**src/rtl/wdg_pkg.sv**
```systemverilog
// Shared types and constants for the windowed watchdog.
`default_nettype none

package wdg_pkg;

  localparam int unsigned WDG_W = 16;

  typedef enum logic [1:0] {
    ST_DISABLED = 2'b00,
    ST_CLOSED   = 2'b01,
    ST_OPEN     = 2'b10,
    ST_RESET    = 2'b11
  } wdg_state_e;

endpackage

`default_nettype wire

```
**src/rtl/wdg_prescaler.sv**
```systemverilog
// Window-tick prescaler: counts 0..TICK_DIV-1 and flags the last count as a tick.
`default_nettype none

module wdg_prescaler #(
  parameter int TICK_DIV = 1000
) (
  input  logic CLK,
  input  logic RST,
  input  logic clr_i,
  output logic tick_o
);

  localparam int CW = (TICK_DIV > 1) ? $clog2(TICK_DIV) : 1;
  localparam logic [CW-1:0] C_LAST = CW'(TICK_DIV - 1);

  logic [CW-1:0] cnt_q;
  logic [CW-1:0] cnt_d;

  always_comb begin
    cnt_d = cnt_q + CW'(1);
    if (clr_i || (cnt_q == C_LAST)) begin
      cnt_d = '0;
    end
  end

  always_ff @(posedge CLK) begin
    if (RST) begin
      cnt_q <= '0;
    end else begin
      cnt_q <= cnt_d;
    end
  end

  assign tick_o = (cnt_q == C_LAST);

endmodule

`default_nettype wire

```
**src/rtl/window_watchdog_core.sv**
```systemverilog
// Windowed watchdog: closed window (service forbidden) then open window (service required),
// counting early/late errors and requesting a system reset when the error limit is reached.
`default_nettype none

module window_watchdog_core
  import wdg_pkg::*;
#(
  parameter int TICK_DIV  = 1000,
  parameter int RST_PULSE = 16
) (
  input  logic             CLK,
  input  logic             RST,
  input  logic             INIT,
  input  logic             WDSRVC,
  input  logic [WDG_W-1:0] FWLEN,
  input  logic [WDG_W-1:0] SWLEN,
  input  logic [WDG_W-1:0] RST_LMT,
  output logic             WD_RST,
  output logic             SRVC_OK,
  output logic             ERR_EARLY,
  output logic             ERR_LATE,
  output logic [WDG_W-1:0] ERR_CNT,
  output logic [1:0]       WIN_STATE
);

  localparam int PW = (RST_PULSE > 1) ? $clog2(RST_PULSE) : 1;
  localparam logic [PW-1:0] C_PULSE_LAST = PW'(RST_PULSE - 1);

  wdg_state_e       state_q, state_d;
  logic             srvc_prev_q;
  logic [WDG_W-1:0] len_q, len_d;
  logic [WDG_W-1:0] win_q, win_d;
  logic [WDG_W-1:0] err_q, err_d;
  logic [PW-1:0]    pcnt_q, pcnt_d;
  logic             wd_rst_q, wd_rst_d;
  logic             ok_q, ok_d;
  logic             early_q, early_d;
  logic             late_q, late_d;

  logic             w_evt;
  logic             w_tick;
  logic             w_expire;
  logic             w_restart;
  logic             w_do_err;
  logic             w_presc_clr;
  logic [WDG_W-1:0] w_err_inc;
  logic [WDG_W-1:0] w_lmt;

  assign w_evt     = WDSRVC & ~srvc_prev_q;
  // A zero-length window expires on its first cycle regardless of the tick.
  assign w_expire  = (len_q == '0) || (w_tick && (win_q == (len_q - 16'd1)));
  assign w_err_inc = (err_q == 16'hFFFF) ? err_q : (err_q + 16'd1);
  assign w_lmt     = (RST_LMT == '0) ? 16'd1 : RST_LMT;

  assign w_presc_clr = w_restart | (state_q == ST_DISABLED) | (state_q == ST_RESET);

  wdg_prescaler #(
    .TICK_DIV (TICK_DIV)
  ) u_prescaler (
    .CLK    (CLK),
    .RST    (RST),
    .clr_i  (w_presc_clr),
    .tick_o (w_tick)
  );

  always_comb begin
    state_d   = state_q;
    len_d     = len_q;
    err_d     = err_q;
    ok_d      = 1'b0;
    early_d   = 1'b0;
    late_d    = 1'b0;
    w_restart = 1'b0;
    w_do_err  = 1'b0;

    case (state_q)
      ST_DISABLED: begin
        if (INIT) begin
          state_d   = ST_CLOSED;
          len_d     = FWLEN;
          w_restart = 1'b1;
        end
      end
      ST_CLOSED: begin
        if (!INIT) begin
          state_d   = ST_DISABLED;
          w_restart = 1'b1;
        end else if (w_evt) begin
          early_d  = 1'b1;
          w_do_err = 1'b1;
        end else if (w_expire) begin
          state_d   = ST_OPEN;
          len_d     = SWLEN;
          w_restart = 1'b1;
        end
      end
      ST_OPEN: begin
        if (!INIT) begin
          state_d   = ST_DISABLED;
          w_restart = 1'b1;
        end else if (w_evt) begin
          ok_d      = 1'b1;
          err_d     = (err_q == '0) ? '0 : (err_q - 16'd1);
          state_d   = ST_CLOSED;
          len_d     = FWLEN;
          w_restart = 1'b1;
        end else if (w_expire) begin
          late_d   = 1'b1;
          w_do_err = 1'b1;
        end
      end
      ST_RESET: begin
        // Service and INIT are ignored here so the reset pulse always completes.
        if (pcnt_q == C_PULSE_LAST) begin
          err_d     = '0;
          len_d     = FWLEN;
          w_restart = 1'b1;
          state_d   = INIT ? ST_CLOSED : ST_DISABLED;
        end
      end
      default: begin
        state_d = ST_DISABLED;
      end
    endcase

    if (w_do_err) begin
      err_d     = w_err_inc;
      w_restart = 1'b1;
      if (w_err_inc >= w_lmt) begin
        state_d = ST_RESET;
      end else begin
        state_d = ST_CLOSED;
        len_d   = FWLEN;
      end
    end
  end

  always_comb begin
    win_d = win_q;
    if (w_restart || (state_q == ST_DISABLED) || (state_q == ST_RESET)) begin
      win_d = '0;
    end else if (w_tick) begin
      win_d = win_q + 16'd1;
    end
  end

  assign pcnt_d   = ((state_q == ST_RESET) && (state_d == ST_RESET)) ? (pcnt_q + PW'(1)) : '0;
  assign wd_rst_d = (state_d == ST_RESET);

  always_ff @(posedge CLK) begin
    if (RST) begin
      state_q     <= ST_DISABLED;
      srvc_prev_q <= 1'b0;
      len_q       <= '0;
      win_q       <= '0;
      err_q       <= '0;
      pcnt_q      <= '0;
      wd_rst_q    <= 1'b0;
      ok_q        <= 1'b0;
      early_q     <= 1'b0;
      late_q      <= 1'b0;
    end else begin
      state_q     <= state_d;
      srvc_prev_q <= WDSRVC;
      len_q       <= len_d;
      win_q       <= win_d;
      err_q       <= err_d;
      pcnt_q      <= pcnt_d;
      wd_rst_q    <= wd_rst_d;
      ok_q        <= ok_d;
      early_q     <= early_d;
      late_q      <= late_d;
    end
  end

  assign WD_RST    = wd_rst_q;
  assign SRVC_OK   = ok_q;
  assign ERR_EARLY = early_q;
  assign ERR_LATE  = late_q;
  assign ERR_CNT   = err_q;
  assign WIN_STATE = state_q;

endmodule

`default_nettype wire

```
**config.mk**
```make
export PLATFORM = sky130hd
export DESIGN_NAME = window_watchdog_core
export DESIGN_NICKNAME = d
export VERILOG_FILES = /design/src/rtl/wdg_pkg.sv /design/src/rtl/wdg_prescaler.sv /design/src/rtl/window_watchdog_core.sv
export SDC_FILE = /design/constraint.sdc
export NUM_CORES = 1
export LEC_CHECK = 0
export CAP_MARGIN = 30
export CORE_MARGIN = 5
export CORE_UTILIZATION = 65
export CTS_BUF_LIST = sky130_fd_sc_hd__clkbuf_8
export DETAILED_ROUTE_END_ITERATION = 6
export DONT_BUFFER_PORTS = 1
export PLACE_DENSITY_LB_ADDON = 0.12
export SETUP_SLACK_MARGIN = 0.4
export SKIP_CTS_REPAIR_TIMING = 1
export SKIP_LAST_GASP = 1
export SYNTH_ARGS = -nofsm -noshare
export SYNTH_HDL_FRONTEND = slang
export SYNTH_SLANG_ARGS = --single-unit
```
**constraint.sdc**
```tcl
create_clock -name CLK -period 8.7 [get_ports CLK]
set_clock_uncertainty 0.05 [all_clocks]
set_input_delay 1.74 -clock CLK [delete_from_list [all_inputs] [get_ports CLK]]
set_output_delay 1.74 -clock CLK [all_outputs]
set_load 0.02 [all_outputs]
```
* Yosys cells after proc, flatten, opt, wreduce, memory -nomap -nowiden
Index checks and enable logic that the tools add are counted.
** Storage, ports and cells
- Memory bits (writable) :: 0
- Memory bits (read-only) :: 0
- Register bits after elaboration :: 69
- Output and inout bits :: 22
- Memories :: 0
- Bits in latches :: 0
** Operators by class
- Equality and inequality tests :: 11
- Shift operators :: 0
- Muxes and demuxes :: 41
- $mul :: 0
- $lt $le $gt $ge :: 1
- Add/subtract/negate cells :: 6
- Bitwise operators :: 7
- Reduce and logical (&&, ||, !) cells :: 17
- Divide/modulo/power cells :: 0
** Operators by type and width (number)
- 2-to-1 mux 16 bit :: 16
- one-hot mux 16 bit (4 select lines) :: 1
- logical NOT 16 bit :: 3
- adder 16 x 1 -> 16 bit, second input constant :: 2
- one-hot mux 16 bit (2 select lines) :: 1
- subtractor 16 x 1 -> 16 bit, second input constant :: 2
- 2-to-1 mux 2 bit :: 9
- == test 16 bit :: 1
- == test 16 bit, second input constant :: 1
- greater-or-equal comparator 16 bit :: 1
- 2-to-1 mux 1 bit :: 11
- adder 10 x 1 -> 10 bit, second input constant :: 1
- == test 10 bit, second input constant :: 1
- OR reduction 2 bit :: 5
- one-hot mux 2 bit (4 select lines) :: 1
- == test 2 bit, second input constant :: 3
- != test 3 bit, second input constant :: 2
- adder 4 x 1 -> 4 bit, second input constant :: 1
- == test 4 bit, second input constant :: 1
- logical OR 1 bit :: 4
- inverter 1 bit :: 4
- one-hot mux 1 bit (4 select lines) :: 1
- AND reduction 4 bit :: 1
- != test 3 x 2 -> 1 bit, second input constant :: 1
- other kinds (7) :: 9

* Longest topological paths before layout
- Word-level depth :: 13
- Gate-level depth with buffers :: 17

* By module
Synthesis repeated with hierarchy kept, for this count alone.
** Second synthesis, totals
- Cells, all modules :: 685
- Area total of the unflattened synthesis :: 5467.7 sq um
** By module, submodules not included
- window_watchdog_core :: seq. area each 1181.1 sq um, cells an instance 633, area an instance 5008.6 sq um, instances 1
- wdg_prescaler :: seq. area each 200.2 sq um, cells an instance 52, area an instance 459.2 sq um, instances 1

* Worst setup path before layout
Ideal clock, no wire load.
- Kind :: input port to flip-flop
- Start :: input RST_LMT[8]
- End :: register len_q[10]
- Setup slack :: 4633 ps
- Data arrival time :: 3885 ps
- Stages on the path :: 13
- Cells stage by stage :: nor4_1 > a41o_1 > ha_1 > nor3b_1 > nor2_1 > nor3_1 > o21bai_1 > a2111oi_0 > or2_2 > nand3_1 > clkbuf_1 > o21ai_0 > a21oi_1
** On the way
- Longest elaborated chain between the ends :: 5
** RTL lines
- start, declared :: RTL line window_watchdog_core.sv:17 : input logic [WDG_W-1:0] RST_LMT,
- logical NOT 16 bit :: RTL line window_watchdog_core.sv:53 : assign w_lmt = (RST_LMT == '0) ? 16'd1 : RST_LMT;
- 2-to-1 mux 16 bit (*) :: RTL line window_watchdog_core.sv:53
- greater-or-equal comparator 16 bit (*) :: RTL line window_watchdog_core.sv:129 : if (w_err_inc >= w_lmt) begin
- 2-to-1 mux 16 bit (*) :: RTL line window_watchdog_core.sv:129
- 2-to-1 mux 16 bit (*) :: RTL line window_watchdog_core.sv:126 : if (w_do_err) begin
- end signal, assigned :: RTL line window_watchdog_core.sv:165 : len_q <= len_d;
- end, declared :: RTL line window_watchdog_core.sv:31 : logic [WDG_W-1:0] len_q, len_d;
Every way passes the cells marked *; elsewhere a longest branch is shown, timed or not.
A chain may end at the register's enable or synchronous reset.

* Worst setup path after layout
- Start :: register len_q[5]
- End :: register pcnt_q[2]
** On the way
- Longest elaborated chain between the ends :: 13
** RTL lines
- subtractor 16 x 1 -> 16 bit :: RTL line window_watchdog_core.sv:51 : assign w_expire = (len_q == '0) || (w_tick && (win_q == (len_q - 16'd1)));
- == test 16 bit :: RTL line window_watchdog_core.sv:51
- logical AND 1 bit :: RTL line window_watchdog_core.sv:51
- logical OR 1 bit (*) :: RTL line window_watchdog_core.sv:51
- 2-to-1 mux 2 bit or 2-to-1 mux 1 bit (tied branches) :: RTL line window_watchdog_core.sv:91, window_watchdog_core.sv:107
- 2-to-1 mux 2 bit or 2-to-1 mux 1 bit (tied branches) :: RTL line window_watchdog_core.sv:88, window_watchdog_core.sv:101
- 2-to-1 mux 2 bit or 2-to-1 mux 1 bit (tied branches) :: RTL line window_watchdog_core.sv:85, window_watchdog_core.sv:98
- one-hot mux 2 bit (4 select lines) or one-hot mux 1 bit (2 select lines) (tied branches) :: RTL line window_watchdog_core.sv:76 : case (state_q)
- 2-to-1 mux 2 bit (*) :: RTL line window_watchdog_core.sv:126
- == test 2 bit (*) :: RTL line window_watchdog_core.sv:147 : assign pcnt_d = ((state_q == ST_RESET) && (state_d == ST_RESET)) ? (pcnt_q + PW'(1)) : '0;
- logical AND 1 bit (*) :: RTL line window_watchdog_core.sv:147
- inverter 1 bit (no line) (*)
- OR reduction 2 bit (no line) (*)
- end signal, assigned :: RTL line window_watchdog_core.sv:168 : pcnt_q <= pcnt_d;
- end, declared :: RTL line window_watchdog_core.sv:34 : logic [PW-1:0] pcnt_q, pcnt_d;
Marked as above.

==> impl_results.md <==
* Status: finished clean
* Startpoint types: register
* Clock transition at path regs at 0.08 ns
* Final Hold Fails at 0
* Switching power at 284.8 uW
* Critical setup path kind: reg -> reg
* CTS Buf Count at 9
* Routed wire per std cell at 17.89 um
* Clk sinks at 69
* Combinational power share at 23.3%
* Final HPWL DP at 10560 um
* FILL cells at 699
* Initial antenna violation count at 0
* Post-synth EDFFs at 0
* Die area at 0.01053 mm2
* Die X-Extent at 102.6 um
* Register area at 0.001381 mm2
* Synth warn at 0
* Ranking of synthesized cells by area: dfxtp_1 25%, ha_1 6.5%, a21oi_1 6.1%
* Pleak at 0.002100 uW
* CP dominant cell by count: nand3_1
* Starting density of the core at 67.21%
* Fin nets at 786
* Clock root buffer: clkbuf_8
* Final Util at 68.60%
* CTS tree: yes
* Drt drc at 0
* Reg2reg start: len_q[5]
* Chip height at 102.6 um
* Switching share of total power at 33.27%
* Cells on Worst Hold Path at 1
* Port Buffers at 0
* Area of the multi-input gates at 0.003785 mm2
* Async set-reset flop share out of synthesis at 0%
* Distinct cells, synth at 70
* Fmax at 0.2082 GHz
* Worst-path cell chain: or4_1, nor2_1, nand3_1, o21ai_0, and2_1, a31o_2, nand3_1, o211ai_2, nor4_1
* CP max stage cell: nand3_1
* Post-Syn Area at 0.005578 mm2
* Worst EP arrival at 4.97 ns
* Top_reg_cell synth: dfxtp_1
* Number of max-cap violations at 0
* Cells after synthesis at 737
* Flop pwr share at 41.4%
* Slew @ Worst Pin at 0.9670 ns
* Site row count at 33
* Fraction of layout cells with a size suffix above 1 at 6.338%
* Hold Path Sink: pcnt_q[0]
* Detailed Route Iter0 Violations at 519
* Total track usage at 27.77%
* Area growth from synthesis to layout at 2.064%
* Final Cycle Share at 55.22%
* CP delay by family, top: simple AND/OR/NAND/NOR gates
* DRT antenna net count at 0
* HP Class: reg -> reg
* IO Pins at 74
* Reg2reg setup slack at 3.90 ns
* Synth Net Count at 818
* Clk buf depth at 2
* Crit path time final at 4.804 ns
* RR Endpoint: pcnt_q[2]
* Ant. Diodes at 0
* Max_slew headroom at 35.35%
* Vias post-DR at 5433
* Vias in the first global route at 4976
* Pre-antenna DRT Iters at 5
* Internal power at 571.2 uW
* Max stage delay on crit path at 0.77 ns
* Worst Path Buf+Inv at 0
* GPL Wtd Cong at 0.8738
* Pwr/cell area at 150.4 mW/mm2
* Endpoints failing setup at 0
* Critical path peak fanout at 33
* Cell area after layout at 0.005693 mm2
* H-tree depth at 3
* Most frequent cell after synthesis: dfxtp_1
* Unrepaired setup endpoints after global routing: no
* First-pass GRT wire length at 23760 um
* Synth top area share at 24.76%
* Final Slew Violations at 0
* HP Start: pcnt_q[0]
* Sum of negative setup slack at 0 ns
* Clk Latency, worst-skew pair at 0.36 ns
* Placed cell area at 0.005455 mm2
* Maximum VDD drop at 0.09966 mV
* Clock share of power at 35.3%
* Pin count of the biggest net entering global routing at 38
* CORE AREA at 0.008299 mm2
* Final WL at 14580 um
* Post-synth top cells: 69 x dfxtp_1, 68 x a21oi_1, 68 x nor2_1, 59 x nand2_1, 52 x o21ai_0
* Vias per std cell at 6.666
* Syn_area_per_cell at 7.568 um2
* Yosys reg bits at 69
* Sequential area share after synthesis at 24.76%
* Critical path data required time at 8.87 ns
* Yosys top cell by area: dfxtp_1
* Kind of end point of the critical path: register
* Remaining global-route overflow at 0
* Reg2reg path depth at 9
## worst max-delay path by stage
stage,from,end,slack (ns),depth (start not counted)
floorplan,RST_LMT[8],len_q[10],4.63,13
global placement,RST_LMT[8],pcnt_q[1],4.09,12
detailed placement,RST_LMT[8],pcnt_q[2],4.09,12
CTS,len_q[6],pcnt_q[2],4.07,9
global route,len_q[6],len_q[3],3.68,9
finish,len_q[5],pcnt_q[2],3.90,9
## layer usage
layer | GRT usage, % | up-vias | share of wire (%)
met5 | 0 | - | 0
met4 | 6.559 | 0 | 1.0
met3 | 7.172 | 16 | 11
met2 | 44.59 | 260 | 46
met1 | 37.50 | 2558 | 42
li1 | - | 2599 | -
## registers in the layout, summed over array words and instances, names as in the netlist
signal and flops:
ERR_LATE 1, pcnt_q 4, ERR_EARLY 1, ERR_CNT 16, WIN_STATE 2, srvc_prev_q 1, WD_RST 1, win_q 16
SRVC_OK 1, u_prescaler.cnt_q 10, len_q 16
## power by group through the flow
stage	logic (uW)	registers (uW)	clock network [uW]
final	200	354	302
after global routing	219	357	316
after CTS	194	353	306
after detailed placement	192	361	0
after global placement	184	360	0
after floorplan	179	346	0
## cell families after synthesis
group	after synthesis	synth area share, %
simple gates	279	26.13
compound gates	206	23.67
buf+inv	83	7.380
flops	69	24.76
xor+xnor	53	8.322
fa+ha+maj	29	6.505
mux	18	3.230
## layout make-up
| class | count | area share (%) |
|---|---|---|
| Multi-Input combinational cell | 585 | 66.48 |
| Sequential cell | 69 | 24.26 |
| Inverter | 36 | 2.374 |
| Tap cell | 105 | 2.308 |
| Clock buffer | 9 | 2.176 |
| Clock inverter | 7 | 1.736 |
| Timing Repair Buffer | 4 | 0.6593 |
## through the flow
| step | cells | setup slack [ns] | total power, uW | hold WS, ns |
|---|---|---|---|---|
| 5_1_grt | 815 | 3.681 | 891.9 | 0.4564 |
| 4_1_cts | 814 | 4.072 | 853.0 | 0.4220 |
| 2_1_floorplan | 737 | 4.633 | 525.6 | 0.3827 |
| 3_3_place_gp | 797 | 4.090 | 544.0 | 0.4093 |
| 3_5_place_dp | 798 | 4.095 | 552.4 | 0.4044 |
| 6_report | 815 | 3.896 | 856.0 | 0.4260 |
## placed cells by master, fill, tap and decap left out, types with 3 or more instances in the layout
| master | instances |
|---|---|
| and2_1 | 5 |
| nor2_1 | 68 |
| and4_1 | 5 |
| or4_1 | 4 |
| a32oi_1 | 3 |
| a21oi_1 | 68 |
| o21ai_0 | 52 |
| o21a_1 | 5 |
| nand3_1 | 29 |
| nand2b_1 | 3 |
| a211oi_1 | 13 |
| o2bb2ai_1 | 4 |
| a21o_1 | 6 |
| xor2_1 | 20 |
| ha_1 | 29 |
| inv_1 | 36 |
| buf_4 | 3 |
| nor4_1 | 18 |
| or3_1 | 3 |
| and3_1 | 10 |
| or2_2 | 5 |
| dfxtp_1 | 69 |
| nor3b_1 | 3 |
| nor2b_1 | 6 |
| nand2_1 | 59 |
| mux2i_1 | 18 |
| nand4_1 | 17 |
| nand3b_1 | 6 |
| o22ai_1 | 11 |
| nor3_1 | 19 |
| xnor2_1 | 33 |
| a2bb2oi_1 | 15 |
| clkbuf_8 | 9 |
(Power assumes the default switching activity.)
